`src/rtl/tag_compare_unit_if.sv`:
```
// Bundle of tag-FIFO, R-channel and result signals around the tag compare stage.
// master: the compare unit; slave: the FIFO / memory controller / cache-control side.
interface tag_compare_unit_if #(
  parameter int ADDR_WIDTH   = 64,
  parameter int ID_WIDTH     = 16,
  parameter int DATA_WIDTH   = 512,
  parameter int INDEX_WIDTH  = 4,
  parameter int OFFSET_WIDTH = 4,
  parameter int TID_WIDTH    = 10
);
  localparam int TAG_WIDTH = ADDR_WIDTH - INDEX_WIDTH - OFFSET_WIDTH;

  logic                          tag_fifo_empty;
  logic                          tag_fifo_rden;
  logic [ADDR_WIDTH+TID_WIDTH:0] tag_fifo_data;

  logic [ID_WIDTH-1:0]           rid;
  logic [DATA_WIDTH-1:0]         rdata;
  logic [1:0]                    rresp;
  logic                          rlast;
  logic                          rvalid;
  logic                          rready;

  logic                          res_valid;
  logic                          res_ready;
  logic                          res_hit;
  logic                          res_dirty;
  logic                          res_err;
  logic                          res_wr;
  logic [TID_WIDTH-1:0]          res_tid;
  logic [ADDR_WIDTH-1:0]         res_addr;
  logic [TAG_WIDTH-1:0]          res_victim_tag;
  logic [31:0]                   hit_cnt;
  logic [31:0]                   miss_cnt;

  modport master (
    input  tag_fifo_empty, tag_fifo_data,
    input  rid, rdata, rresp, rlast, rvalid,
    input  res_ready,
    output tag_fifo_rden, rready,
    output res_valid, res_hit, res_dirty, res_err, res_wr, res_tid, res_addr,
    output res_victim_tag, hit_cnt, miss_cnt
  );

  modport slave (
    output tag_fifo_empty, tag_fifo_data,
    output rid, rdata, rresp, rlast, rvalid,
    output res_ready,
    input  tag_fifo_rden, rready,
    input  res_valid, res_hit, res_dirty, res_err, res_wr, res_tid, res_addr,
    input  res_victim_tag, hit_cnt, miss_cnt
  );
endinterface

```
`src/rtl/tag_compare_unit.sv`:
```
// Tag-check stage: pops one request, compares it against the tag entry on the R channel, emits hit/miss.
// Optional hit/miss statistics counters are built when TAG_CMP_STATS_EN is defined.
module tag_compare_unit #(
  parameter int ADDR_WIDTH   = 64,
  parameter int ID_WIDTH     = 16,
  parameter int DATA_WIDTH   = 512,
  parameter int INDEX_WIDTH  = 4,
  parameter int OFFSET_WIDTH = 4,
  parameter int TID_WIDTH    = 10
)(
  input logic clk,
  input logic rst,
  tag_compare_unit_if.master bus
);
  localparam int TAG_WIDTH = ADDR_WIDTH - INDEX_WIDTH - OFFSET_WIDTH;

  typedef enum logic [2:0] {S_IDLE, S_LOAD, S_WAIT_R, S_DRAIN, S_RESULT} state_t;

  state_t                state;
  logic                  rready;
  logic                  res_valid;
  logic                  res_hit;
  logic                  res_dirty;
  logic                  res_err;
  logic                  res_wr;
  logic [TID_WIDTH-1:0]  res_tid;
  logic [ADDR_WIDTH-1:0] res_addr;
  logic [TAG_WIDTH-1:0]  res_victim_tag;

  logic [TAG_WIDTH-1:0]  req_tag;
  logic                  beat;
  logic                  accept;
  logic                  beat_hit;
  logic                  unused_bits;

  assign req_tag  = res_addr[ADDR_WIDTH-1:INDEX_WIDTH+OFFSET_WIDTH];
  assign beat     = bus.rvalid && rready;
  assign accept   = res_valid && bus.res_ready;
  assign beat_hit = bus.rdata[TAG_WIDTH+1] && (bus.rdata[TAG_WIDTH-1:0] == req_tag) &&
                    (bus.rresp == 2'b00);

  // Pop is decoded from state so the entry arrives in S_LOAD, keeping pop-to-result at 3 cycles.
  assign bus.tag_fifo_rden = (state == S_IDLE) && !bus.tag_fifo_empty && !rst;

  always_ff @(posedge clk) begin
    if (rst) begin
      state          <= S_IDLE;
      rready         <= 1'b0;
      res_valid      <= 1'b0;
      res_hit        <= 1'b0;
      res_dirty      <= 1'b0;
      res_err        <= 1'b0;
      res_wr         <= 1'b0;
      res_tid        <= '0;
      res_addr       <= '0;
      res_victim_tag <= '0;
    end else begin
      case (state)
        S_IDLE: begin
          if (!bus.tag_fifo_empty) state <= S_LOAD;
        end
        S_LOAD: begin
          {res_wr, res_tid, res_addr} <= bus.tag_fifo_data;
          rready <= 1'b1;
          state  <= S_WAIT_R;
        end
        S_WAIT_R: begin
          // Only the first beat carries the tag entry; the rest of a burst is drained.
          if (beat) begin
            res_hit        <= beat_hit;
            res_dirty      <= bus.rdata[TAG_WIDTH];
            res_victim_tag <= bus.rdata[TAG_WIDTH-1:0];
            res_err        <= (bus.rresp != 2'b00);
            if (bus.rlast) begin
              rready    <= 1'b0;
              res_valid <= 1'b1;
              state     <= S_RESULT;
            end else begin
              state <= S_DRAIN;
            end
          end
        end
        S_DRAIN: begin
          if (beat && bus.rlast) begin
            rready    <= 1'b0;
            res_valid <= 1'b1;
            state     <= S_RESULT;
          end
        end
        S_RESULT: begin
          if (accept) begin
            res_valid <= 1'b0;
            state     <= S_IDLE;
          end
        end
        default: begin
          rready    <= 1'b0;
          res_valid <= 1'b0;
          state     <= S_IDLE;
        end
      endcase
    end
  end

  assign bus.rready         = rready;
  assign bus.res_valid      = res_valid;
  assign bus.res_hit        = res_hit;
  assign bus.res_dirty      = res_dirty;
  assign bus.res_err        = res_err;
  assign bus.res_wr         = res_wr;
  assign bus.res_tid        = res_tid;
  assign bus.res_addr       = res_addr;
  assign bus.res_victim_tag = res_victim_tag;

`ifdef TAG_CMP_STATS_EN
  logic [31:0] hit_cnt;
  logic [31:0] miss_cnt;

  always_ff @(posedge clk) begin
    if (rst) begin
      hit_cnt  <= '0;
      miss_cnt <= '0;
    end else if (accept) begin
      if (res_hit) begin
        if (hit_cnt != 32'hFFFF_FFFF) hit_cnt <= hit_cnt + 32'd1;
      end else begin
        if (miss_cnt != 32'hFFFF_FFFF) miss_cnt <= miss_cnt + 32'd1;
      end
    end
  end

  assign bus.hit_cnt  = hit_cnt;
  assign bus.miss_cnt = miss_cnt;
`else
  assign bus.hit_cnt  = 32'd0;
  assign bus.miss_cnt = 32'd0;
`endif

  // R ID and the payload above the tag entry carry nothing this stage needs.
  assign unused_bits = ^{bus.rid, bus.rdata[DATA_WIDTH-1:TAG_WIDTH+2]};
endmodule
```
`src/flat_wrapper.sv`:
```
// flat-port wrapper written by rule: the top's interface ports become plain ports
module tag_compare_unit_flat 
#(
  parameter int ADDR_WIDTH   = 64,
  parameter int ID_WIDTH     = 16,
  parameter int DATA_WIDTH   = 512,
  parameter int INDEX_WIDTH  = 4,
  parameter int OFFSET_WIDTH = 4,
  parameter int TID_WIDTH    = 10
)
  (clk, rst, bus_tag_fifo_empty, bus_tag_fifo_data, bus_rid, bus_rdata, bus_rresp, bus_rlast, bus_rvalid, bus_res_ready, bus_tag_fifo_rden, bus_rready, bus_res_valid, bus_res_hit, bus_res_dirty, bus_res_err, bus_res_wr, bus_res_tid, bus_res_addr, bus_res_victim_tag, bus_hit_cnt, bus_miss_cnt);
  tag_compare_unit_if #(.ADDR_WIDTH(ADDR_WIDTH), .ID_WIDTH(ID_WIDTH), .DATA_WIDTH(DATA_WIDTH), .INDEX_WIDTH(INDEX_WIDTH), .OFFSET_WIDTH(OFFSET_WIDTH), .TID_WIDTH(TID_WIDTH)) bus_i ();
  input logic clk;
  input logic rst;
  input wire logic [$bits(bus_i.tag_fifo_empty)-1:0] bus_tag_fifo_empty;
  input wire logic [$bits(bus_i.tag_fifo_data)-1:0] bus_tag_fifo_data;
  input wire logic [$bits(bus_i.rid)-1:0] bus_rid;
  input wire logic [$bits(bus_i.rdata)-1:0] bus_rdata;
  input wire logic [$bits(bus_i.rresp)-1:0] bus_rresp;
  input wire logic [$bits(bus_i.rlast)-1:0] bus_rlast;
  input wire logic [$bits(bus_i.rvalid)-1:0] bus_rvalid;
  input wire logic [$bits(bus_i.res_ready)-1:0] bus_res_ready;
  output wire logic [$bits(bus_i.tag_fifo_rden)-1:0] bus_tag_fifo_rden;
  output wire logic [$bits(bus_i.rready)-1:0] bus_rready;
  output wire logic [$bits(bus_i.res_valid)-1:0] bus_res_valid;
  output wire logic [$bits(bus_i.res_hit)-1:0] bus_res_hit;
  output wire logic [$bits(bus_i.res_dirty)-1:0] bus_res_dirty;
  output wire logic [$bits(bus_i.res_err)-1:0] bus_res_err;
  output wire logic [$bits(bus_i.res_wr)-1:0] bus_res_wr;
  output wire logic [$bits(bus_i.res_tid)-1:0] bus_res_tid;
  output wire logic [$bits(bus_i.res_addr)-1:0] bus_res_addr;
  output wire logic [$bits(bus_i.res_victim_tag)-1:0] bus_res_victim_tag;
  output wire logic [$bits(bus_i.hit_cnt)-1:0] bus_hit_cnt;
  output wire logic [$bits(bus_i.miss_cnt)-1:0] bus_miss_cnt;
  assign bus_i.tag_fifo_empty = bus_tag_fifo_empty;
  assign bus_i.tag_fifo_data = bus_tag_fifo_data;
  assign bus_i.rid = bus_rid;
  assign bus_i.rdata = bus_rdata;
  assign bus_i.rresp = bus_rresp;
  assign bus_i.rlast = bus_rlast;
  assign bus_i.rvalid = bus_rvalid;
  assign bus_i.res_ready = bus_res_ready;
  assign bus_tag_fifo_rden = bus_i.tag_fifo_rden;
  assign bus_rready = bus_i.rready;
  assign bus_res_valid = bus_i.res_valid;
  assign bus_res_hit = bus_i.res_hit;
  assign bus_res_dirty = bus_i.res_dirty;
  assign bus_res_err = bus_i.res_err;
  assign bus_res_wr = bus_i.res_wr;
  assign bus_res_tid = bus_i.res_tid;
  assign bus_res_addr = bus_i.res_addr;
  assign bus_res_victim_tag = bus_i.res_victim_tag;
  assign bus_hit_cnt = bus_i.hit_cnt;
  assign bus_miss_cnt = bus_i.miss_cnt;
  tag_compare_unit #(.ADDR_WIDTH(ADDR_WIDTH), .ID_WIDTH(ID_WIDTH), .DATA_WIDTH(DATA_WIDTH), .INDEX_WIDTH(INDEX_WIDTH), .OFFSET_WIDTH(OFFSET_WIDTH), .TID_WIDTH(TID_WIDTH)) u_core (.clk(clk), .rst(rst), .bus(bus_i));
endmodule
```
`config.mk`:
```
export PLATFORM = sky130hd
export DESIGN_NAME = tag_compare_unit_flat
export DESIGN_NICKNAME = d
export VERILOG_FILES = /design/src/rtl/tag_compare_unit_if.sv /design/src/rtl/tag_compare_unit.sv /design/src/flat_wrapper.sv
export SDC_FILE = /design/constraint.sdc
export NUM_CORES = 1
export LEC_CHECK = 0
export BUFFER_PORTS_ARGS = -buffer_cell sky130_fd_sc_hd__buf_2
export CORE_AREA = 2 2 318 320
export CTS_CLUSTER_SIZE = 30
export DETAILED_ROUTE_END_ITERATION = 16
export DIE_AREA = 0 0 320 322
export GPL_ROUTABILITY_DRIVEN = 0
export SYNTH_ARGS = -nofsm -noshare
export SYNTH_HDL_FRONTEND = slang
export SYNTH_SLANG_ARGS = --single-unit
```
`constraint.sdc`:
```
create_clock -name clk -period 1.6 [get_ports clk]
set_clock_uncertainty 0.2 [all_clocks]
set_input_delay 0.32 -clock clk [delete_from_list [all_inputs] [get_ports clk]]
set_output_delay 0.32 -clock clk [all_outputs]
set_load 0.005 [all_outputs]
```
==> results.toml <==
[outcome]
status = "complete, but fails checks"
violations = "negative setup slack"

[layout]
final_nets = 1897
syn_to_final_growth_pct = 141
drive_gt1_share_pct = 62.1
num-fill-cells = 11200
postLayoutCellArea_um2 = 14300
fin_cells = 2602

[grt]
grt_max_degree = 71
grt_pass1_wl_um = 63500
overflow = 0
grt_pass1_vias = 7730
antenna_found_initial = 39
grtUsageTotal_pct = 9.33

[synth]
synth_top_area_share_pct = 46.8
synthArstFlopShare_pct = 0
ys_seq_area_share_pct = 46.8
synth.area.top_cells = "dfxtp_1 (47%), nand2_1 (17%), a21oi_1 (12%)"
ys_top_cells_by_count = "nand2_1 (267), dfxtp_1 (139), a21oi_1 (138)"
synth-seq-cells = 139
synth_cell_types = 28
synthesis.area_um2 = 5940
syn-instance-count = 757
synth_area_leader_cell = "dfxtp_1"
synth_edf_count = 0
synth.most_common_cell = "nand2_1"
ys_warn_count = 0
postSynthAreaPerCell_um2 = 7.85
synthFlopType = "dfxtp_1"

[critical_path]
cp_max_fo = 2
arrival_ps = 2210
crit_path_end_kind = "flip-flop"
critical_path_class = "reg2reg"
critPathRequiredTime_ps = 1820
startpoint_type = "flip-flop"

[sta]
fmax_mhz = 501
setup_violations = 137
slew_headroom_pct = 56.2
min_period_ps = 2000
worstMarginPinSlew_ps = 654
finalHoldViolations = 0
rsz0062_at_grt = "yes"
slew_violations = 0
setup_ws_ps = -397
period_share_pct = 125

[pwr]
internal-power_w = 0.00715
switchingPower_w = 0.00347
p_sw_share_pct = 32.7
power.total_w = 0.0106
clkPwrFrac_pct = 40.9
p_comb_share_pct = 23.9
powerDensity_nw_per_um2 = 742
ir_drop_v = 0.00101
pwr-share-seq_pct = 35.2
p_leak_nw = 5.80

[cts]
root_buffer = "clkbuf_16"
cts_tree = "built"
htreeDepth = 4
clock_sinks = 139
clk_pin_slew_ps = 80
clk_latency_ps = 480
cts_made_buffers = 17
clockBufferDepth = 2

[route]
route.detailed.drc = 0
wl_met2_um = 21500
met1_length_um = 21300
dr.first_iter.drc_count = 255
wl_met3_um = 4270
drt_wl_total_um = 50600
dr.pass1.iters = 4
top_layer_used = "met5"
vias = 7627
ant_nets = 0
wl_per_cell_um = 19.4
routed_via_density = 2.93

[placed_design]
pre_cts_ws_ps = -990
dpl.cell_count = 2387
io_buffers = 277
hpwl_um = 34500
place_area_um2 = 9390

[floorplan]
core_area_um2 = 99600
dieArea_um2 = 103000
io_pins = 812
die-height_um = 322
start_util_pct = 5.97
row_count = 116
die_x_um = 320

[hold_path]
hp-class = "in2reg"

[run]
maxCapViolCount = 0
[kinds of logic (layout without fill, tap and decap cells)]
| logic type | after synthesis | in the layout | synth area share, % |
|---|---|---|---|
| DFF | 139 | 139 | 46.8 |
| buffers and inverters | 117 | 595 | 12.3 |
| AOI/OAI and AO/OA | 147 | 147 | 12.8 |
| xor gates and xnor gates | 53 | 53 | 7.81 |
| other | 1 | 69 | 0.0631 |
| and+or+nand+nor | 300 | 301 | 20.3 |
[worst max-delay path: stages, from the launching register on]
cell and delay [ps]:
dfxtp_4 370, xor2_4 180, nor4_2 270, buf_4 160
nand4_1 200, buf_6 200, nor4_4 120, nand4_1 110
a21oi_1 140
[per-layer routing]
| metal | vias to the layer above | track usage [%] |
|---|---|---|
| li1 | 3414 | - |
| met1 | 3619 | 11.2 |
| met2 | 449 | 14.0 |
| met3 | 123 | 3.51 |
| met4 | 22 | 5.91 |
| met5 | - | 0 |
[per-stage QoR]
step / hold slack, ps / utilization (%) / TNS [ps]
CTS: 3.00 / 13.3 / -12900
global placement: 239 / 9.44 / -2640
finish: 55.7 / 14.4 / -12950
floorplan: 248 / - / 0
global route: 45.0 / 14.4 / -17900
detailed placement: 244 / 9.44 / -3620
[power groups by stage]
stage	clock, W	combinational, W	sequential, W
6_report	0.00434	0.00254	0.00374
4_1_cts	0.00445	0.00232	0.00372
3_3_place_gp	0	0.00135	0.00375
3_5_place_dp	0	0.00135	0.00376
5_1_grt	0.00456	0.00269	0.00375
2_1_floorplan	0	0.000581	0.00376
[path summary, 6_finish.rpt]
kind / slack (ps) / cells after the start / to / startpoint
min reg2reg: 250 / 2 / u_core.bus.res_victim_tag[34]$_SDFFE_PP0P_ / u_core.bus.res_victim_tag[34]$_SDFFE_PP0P_
min: 60 / 3 / u_core.state[2]$_SDFFE_PP0P_ / rst
max: -400 / 8 / u_core.bus.res_hit$_SDFFE_PP0P_ / u_core.bus.res_addr[14]$_SDFFE_PP0P_
max reg2reg: -400 / 8 / u_core.bus.res_hit$_SDFFE_PP0P_ / u_core.bus.res_addr[14]$_SDFFE_PP0P_
[flip-flops by register name, indices dropped and copies added (netlist names)]
name / flops
u_core.bus.res_tid: 10
u_core.bus.rready: 1
u_core.state: 3
u_core.bus.res_err: 1
u_core.bus.res_hit: 1
u_core.bus.res_valid: 1
u_core.bus.res_addr: 64
u_core.bus.res_wr: 1
u_core.bus.res_victim_tag: 56
u_core.bus.res_dirty: 1
[layout make-up]
class,count,area (µm²),share of cell area [%]
clock buffers,18,439,3.07
flip-flops and latches,139,2900,20.2
well taps,1298,1620,11.3
inverters,5,18.8,0.131
diodes,5,12.5,0.0874
clock inverters,14,169,1.18
repair buffers,558,4990,34.8
multi-input cells,565,4170,29.1
[repair_timing]
action	in CTS	in global routing
cloned	17	5
endpoints found under the setup margin	126	163
buffers inserted	32	27
endpoints found under the hold margin	127	2
pin swaps	117	133
gates resized for setup	383	294
hold buffers	126	2
[cells in the final DEF, fill, tap and decap left out, types with 3 or more instances in the layout]
cell / count
dfxtp_4: 11
a21oi_2: 98
dfxtp_1: 71
buf_8: 15
buf_2: 222
buf_16: 10
xor2_1: 39
diode_2: 5
nand2_2: 47
inv_1: 5
dlygate4sd3_1: 128
nor4_1: 5
clkbuf_16: 21
buf_4: 61
nand2_1: 109
buf_12: 24
conb_1: 64
nor2_2: 3
dfxtp_2: 57
nand4_1: 6
o21ai_0: 3
nor4_2: 6
inv_8: 5
inv_6: 4
xnor2_1: 12
nand2_4: 110
a21oi_1: 38
buf_6: 93
(Power assumes the default switching activity.)
